### src/rtl/seg7_pkg.sv
// rtl/seg7_pkg.sv - shared constants and types for the 7-segment serial link
package seg7_pkg;

  localparam int NUM_DIGITS_DEF     = 6;
  localparam int BITS_PER_DIGIT_DEF = 8;

  // Frame width in bits for a given digit count and digit width
  function automatic int frame_width(input int num_digits, input int bits_per_digit);
    return num_digits * bits_per_digit;
  endfunction

  localparam int W = frame_width(NUM_DIGITS_DEF, BITS_PER_DIGIT_DEF);

  typedef enum logic [1:0] {
    ST_IDLE,
    ST_SHIFT,
    ST_OVERRUN
  } rx_state_t;

  // Segment bit order inside one digit: bit 7 = dp, bits 6..0 = g..a
  localparam int SEG_A  = 0;
  localparam int SEG_B  = 1;
  localparam int SEG_C  = 2;
  localparam int SEG_D  = 3;
  localparam int SEG_E  = 4;
  localparam int SEG_F  = 5;
  localparam int SEG_G  = 6;
  localparam int SEG_DP = 7;

  // Digit positions in the frame; digit 5 is sent first and lands at the MSB
  localparam int DIGIT_HOURS_MSB   = 5;
  localparam int DIGIT_HOURS_LSB   = 4;
  localparam int DIGIT_MINUTES_MSB = 3;
  localparam int DIGIT_MINUTES_LSB = 2;
  localparam int DIGIT_SECONDS_MSB = 1;
  localparam int DIGIT_SECONDS_LSB = 0;

endpackage

### src/rtl/sync_edge_detect.sv
// rtl/sync_edge_detect.sv - multi-flop synchronizer with rising-edge detect
module sync_edge_detect #(
  parameter int SYNC_STAGES = 2
) (
  input  logic clk,
  input  logic rst,
  input  logic din,
  output logic level,
  output logic rise
);

  logic [SYNC_STAGES-1:0] sync_q;
  logic                   hist_q;

  // Synchronizer chain followed by one history flop for edge detection
  always_ff @(posedge clk or posedge rst) begin
    if (rst) begin
      sync_q <= '0;
      hist_q <= 1'b0;
    end else begin
      sync_q <= {sync_q[SYNC_STAGES-2:0], din};
      hist_q <= sync_q[SYNC_STAGES-1];
    end
  end

  assign level = sync_q[SYNC_STAGES-1];
  assign rise  = sync_q[SYNC_STAGES-1] & ~hist_q;

endmodule

### src/rtl/seg7_serial_receiver.sv
// rtl/seg7_serial_receiver.sv - rebuilds parallel digit patterns from the serial display link
module seg7_serial_receiver #(
  parameter int NUM_DIGITS     = 6,
  parameter int BITS_PER_DIGIT = 8,
  parameter int SYNC_STAGES    = 2
) (
  input  logic                               i_clk,
  input  logic                               i_reset,
  input  logic                               i_serial_data,
  input  logic                               i_serial_clk,
  input  logic                               i_serial_latch,
  output logic [NUM_DIGITS*BITS_PER_DIGIT-1:0] o_digits,
  output logic                               o_frame_valid,
  output logic                               o_frame_err,
  output logic                               o_busy
);
  import seg7_pkg::*;

  localparam int FW    = frame_width(NUM_DIGITS, BITS_PER_DIGIT);
  localparam int CNT_W = $clog2(FW) + 1;
  localparam logic [CNT_W-1:0] CNT_FULL = CNT_W'(FW);
  localparam logic [CNT_W-1:0] CNT_OVER = CNT_W'(FW + 1);

  logic data_sync, data_rise;
  logic clk_level, clk_rise;
  logic latch_level, latch_rise;
  logic unused_levels;

  sync_edge_detect #(.SYNC_STAGES(SYNC_STAGES)) u_sync_data (
    .clk(i_clk), .rst(i_reset), .din(i_serial_data), .level(data_sync), .rise(data_rise)
  );

  sync_edge_detect #(.SYNC_STAGES(SYNC_STAGES)) u_sync_clk (
    .clk(i_clk), .rst(i_reset), .din(i_serial_clk), .level(clk_level), .rise(clk_rise)
  );

  sync_edge_detect #(.SYNC_STAGES(SYNC_STAGES)) u_sync_latch (
    .clk(i_clk), .rst(i_reset), .din(i_serial_latch), .level(latch_level), .rise(latch_rise)
  );

  assign unused_levels = ^{data_rise, clk_level, latch_level};

  rx_state_t         state, state_n;
  logic [CNT_W-1:0]  count, count_n;
  logic [FW-1:0]     shift_reg, shift_n;
  logic [FW-1:0]     digits_n;
  logic              valid_n, err_n, busy_n;
  logic              shift_en;

  // State, counters and registered outputs
  always_ff @(posedge i_clk or posedge i_reset) begin
    if (i_reset) begin
      state         <= ST_IDLE;
      count         <= '0;
      shift_reg     <= '0;
      o_digits      <= '0;
      o_frame_valid <= 1'b0;
      o_frame_err   <= 1'b0;
      o_busy        <= 1'b0;
    end else begin
      state         <= state_n;
      count         <= count_n;
      shift_reg     <= shift_n;
      o_digits      <= digits_n;
      o_frame_valid <= valid_n;
      o_frame_err   <= err_n;
      o_busy        <= busy_n;
    end
  end

  // Shift first, then let a latch in the same cycle judge the post-shift count
  always_comb begin
    state_n  = state;
    count_n  = count;
    shift_n  = shift_reg;
    digits_n = o_digits;
    valid_n  = 1'b0;
    err_n    = 1'b0;
    shift_en = clk_rise && (state != ST_OVERRUN);

    if (shift_en) begin
      shift_n = {shift_reg[FW-2:0], data_sync};
      count_n = count + CNT_W'(1);
      state_n = (count_n == CNT_OVER) ? ST_OVERRUN : ST_SHIFT;
    end

    if (latch_rise) begin
      if (count_n == CNT_FULL) begin
        digits_n = shift_n;
        valid_n  = 1'b1;
      end else begin
        err_n = 1'b1;
      end
      count_n = '0;
      state_n = ST_IDLE;
    end

    busy_n = (count_n != '0);
  end

endmodule
### config.mk
export PLATFORM = sky130hd
export DESIGN_NAME = seg7_serial_receiver
export DESIGN_NICKNAME = d
export VERILOG_FILES = /design/src/rtl/seg7_pkg.sv /design/src/rtl/sync_edge_detect.sv /design/src/rtl/seg7_serial_receiver.sv
export SDC_FILE = /design/constraint.sdc
export NUM_CORES = 1
export LEC_CHECK = 0
export CAP_MARGIN = 20
export CORE_MARGIN = 2
export CORE_UTILIZATION = 55
export CTS_CLUSTER_SIZE = 20
export DETAILED_ROUTE_END_ITERATION = 12
export PLACE_DENSITY = 0.79
export SETUP_SLACK_MARGIN = 0.05
export SYNTH_ARGS = -nofsm -noshare
export SYNTH_HDL_FRONTEND = slang
export SYNTH_SLANG_ARGS = --single-unit
### constraint.sdc
create_clock -name i_clk -period 5 [get_ports i_clk]
set_input_delay 0.75 -clock i_clk [delete_from_list [all_inputs] [get_ports i_clk]]
set_output_delay 0.75 -clock i_clk [all_outputs]
set_load 0.01 [all_outputs]
==> summary.md <==
| Metric | Value |
|---|---|
| Status | `finished clean` |
| Synth Area in Compound Gates | `0.0270` |
| Chip Height | `approximately 95 µm` |
| Crit path max-delay family | `simple AND/OR/NAND/NOR gates` |
| Pwr per Cell Area | `roughly 390 nW/µm²` |
| Crit path max fanout | `29` |
| EDFF count, synth | `0` |
| Setup TNS | `0 ns` |
| DP Wirelength | `approximately 5400 µm` |
| Multi-input logic area | `1580 µm²` |
| Boundary Pins | `56` |
| Pre-antenna DRT Iters | `4` |
| GRT overflow | `0` |
| Final non-filler cell total | `582` |
| Hold slack | `between 0.3 and 0.4 ns` |
| Synth Flop Type | `dfrtp_1` |
| Reg2reg path depth | `7` |
| Post-synthesis sequential area ratio | `0.632` |
| CTS tree | `yes` |
| Final setup viols | `0` |
| Ant diodes | `0` |
| Nets | `roughly 470` |
| Post-Synthesis Cells | `slightly above 400` |
| GP Congestion | `0.900` |
| Synth cell types | `37` |
| Initial core utilization | `0.562` |
| CP endpoint kind | `flop` |
| Min Tclk post-route | `around 2.6 ns` |
| Synth Area in Adders | `0.00545` |
| Root Driver | `clkbuf_8` |
| Synthesized area per cell | `between 10 and 15 µm²` |
| Num CTS Buffers | `17` |
| Largest family of logic cells by synthesized area | `simple AND/OR/NAND/NOR gates` |
| Core footprint | `around 8200 µm²` |
| VDD IR-drop max | `between 200 and 300 µV` |
| First-pass GRT wire length | `between 15000 and 20000 µm` |
| Cell count along the critical path | `7` |
| Slew Limit Fails | `0` |
| CTS H-tree lvls | `4` |
| Initial antenna violation count | `0` |
| Max-Cap Viols | `0` |
| Total Routing Usage GR | `0.229` |
| Hold crit path type | `reg -> reg` |
| Crit path launch type | `flop` |
| Least-Margin Pin Slew | `about 1.0 ns` |
| Vias per Instance | `~5.3` |
| Crit-path cells | `ha_1, or2_2, a21oi_1, a31oi_1, nor4_4, buf_4, mux2_2` |
| Max stage delay on crit path | `around 0.45 ns` |
| CTS Hold Bufs | `0` |
| Syn_nets | `just over 400` |
| Clock Sinks | `roughly 120` |
| Post-Syn Area | `between 4000 and 5000 µm²` |
| RSZ-0062 raised after global routing | `false` |
| Row count | `33` |
| Iteration-0 DRC Markers | `203` |
| Min-Delay Path Depth | `0` |
| Vias in the first global route | `between 3000 and 4000` |
| Post-Synth Simple-Gate Area | `0.168` |
| Fillers | `554` |
| Fmax | `around 400 MHz` |
| Synth Area in XOR/XNOR | `0.0191` |
| Design Power | `roughly 2.3 mW` |
| Largest net degree at the start of global routing | `between 80 and 90` |
| DR WL/cell | `16.1 µm` |
| Final Cycle Share | `0.511` |
| Clk buf depth | `2` |
| Final clock skew | `between 0.01 and 0.015 ns` |
| Routed wire length | `roughly 9400 µm` |
| Placed insts | `550` |
| Worst EP required | `between 5 and 6 ns` |
| Ys async rst share | `1.00` |
| Fin worst setup slack | `~2.4 ns` |
| YS warnings | `0` |
| # resized after CTS | `0` |
| Post-DRT Antenna Nets | `0` |
| Slew Limit Headroom | `0.321` |
| Leakage power | `slightly below 3 nW` |
| Chip width | `between 90 and 100 µm` |
| Postcts setup bufs | `0` |
| Most frequent cells in the layout | `nand2_1, dfrtp_1, clkdlybuf4s50_1, mux2_2, mux2_1` |
| Via count | `3091` |
| Syn-to-layout area delta | `26.6%` |
| Critical path's slowest cell | `dfrtp_1` |
| Commonest non-fill, non-tap cell in the layout | `nand2_1` |
| Clock Pin Slew Worst Setup and Hold Paths | `approximately 0.060 ns` |
| Register area | `~2900 µm²` |
| Top-area cell type share of the netlist area | `0.632` |
| WP buf/inv | `1` |
| Layout cells sized above 1 | `0.151` |
| Crit Path Category | `reg -> reg` |
| Ranking of synthesized cells by area | `dfrtp_1, nand2_1, mux2_2` |
| Hold Vio Cnt, Final | `0` |
| CP Data Arrival Time | `just under 3 ns` |
| Die ar. | `between 9000 and 10000 µm²` |
| Clk_lat worst skew | `around 0.5 ns` |
| Post-synth top area cell | `dfrtp_1` |
| Drt drc | `0` |
| Mux contribution to synthesized area | `0.122` |
| FF+latch count, synth | `116` |
| Port Buffers | `55` |
| Place WS | `approximately 2.5 ns` |
synthesized netlist by cell type, types with 3 or more instances:
| library cell | n |
|---|---|
| inv_1 | 4 |
| buf_6 | 3 |
| clkbuf_1 | 9 |
| dfrtp_1 | 116 |
| a21oi_1 | 5 |
| nor2b_1 | 3 |
| nand2b_1 | 4 |
| xor2_1 | 3 |
| xnor2_1 | 7 |
| nor2_1 | 12 |
| nand2_1 | 154 |
| mux2_1 | 20 |
| buf_1 | 4 |
| mux2_2 | 28 |
layer usage:
metal,global-route usage,vias up,wire (µm)
met1,0.303,1551,4020
met2,0.369,76,4860
met5,0,-,0
met3,0.0530,12,375
li1,-,1452,-
met4,0.0905,0,129
final timing paths:
path / start / to / slack [ns]
setup reg to reg: count[0] / o_digits[23] / 2.45
min in group asynchronous: i_reset / o_digits[9] / 0.49
hold reg to reg: u_sync_clk.sync_q[0] / u_sync_clk.sync_q[1] / 0.35
max in group asynchronous: i_reset / o_digits[34] / 3.49
setup / recovery: count[0] / o_digits[23] / 2.45
hold / removal: u_sync_clk.sync_q[0] / u_sync_clk.sync_q[1] / 0.35
metrics by stage:
step                instance area (µm²)   util
finish                             5820  0.711
global route                       5820  0.711
CTS                                5790  0.708
detailed placement                 5210  0.637
global placement                   5210  0.637
floorplan                          4590      -
logic make-up (layout without fill, tap and decap cells):
kind of cell,Yosys count,in the layout
buffers and inverters,24,95
xor gates and xnor gates,10,10
muxes,50,50
DFF,116,116
and+or+nand+nor,187,187
adders and majority gates,2,2
AOI/OAI and AO/OA,17,17
power by group:
group | internal [mW] | switching [mW]
combinational | 0.0373 | 0.0751
clock | 0.755 | 0.425
sequential | 0.975 | 0.0247
area by class of cell:
| class | instances | area share |
|---|---|---|
| clock inverters | 13 | 0.0273 |
| clock buffers | 18 | 0.0719 |
| repair buffers | 60 | 0.105 |
| multi-input cells | 266 | 0.272 |
| flip-flops and latches | 116 | 0.499 |
| well taps | 105 | 0.0226 |
| inverters | 4 | 0.00301 |
Note: power is estimated with default switching activity, not from simulation.
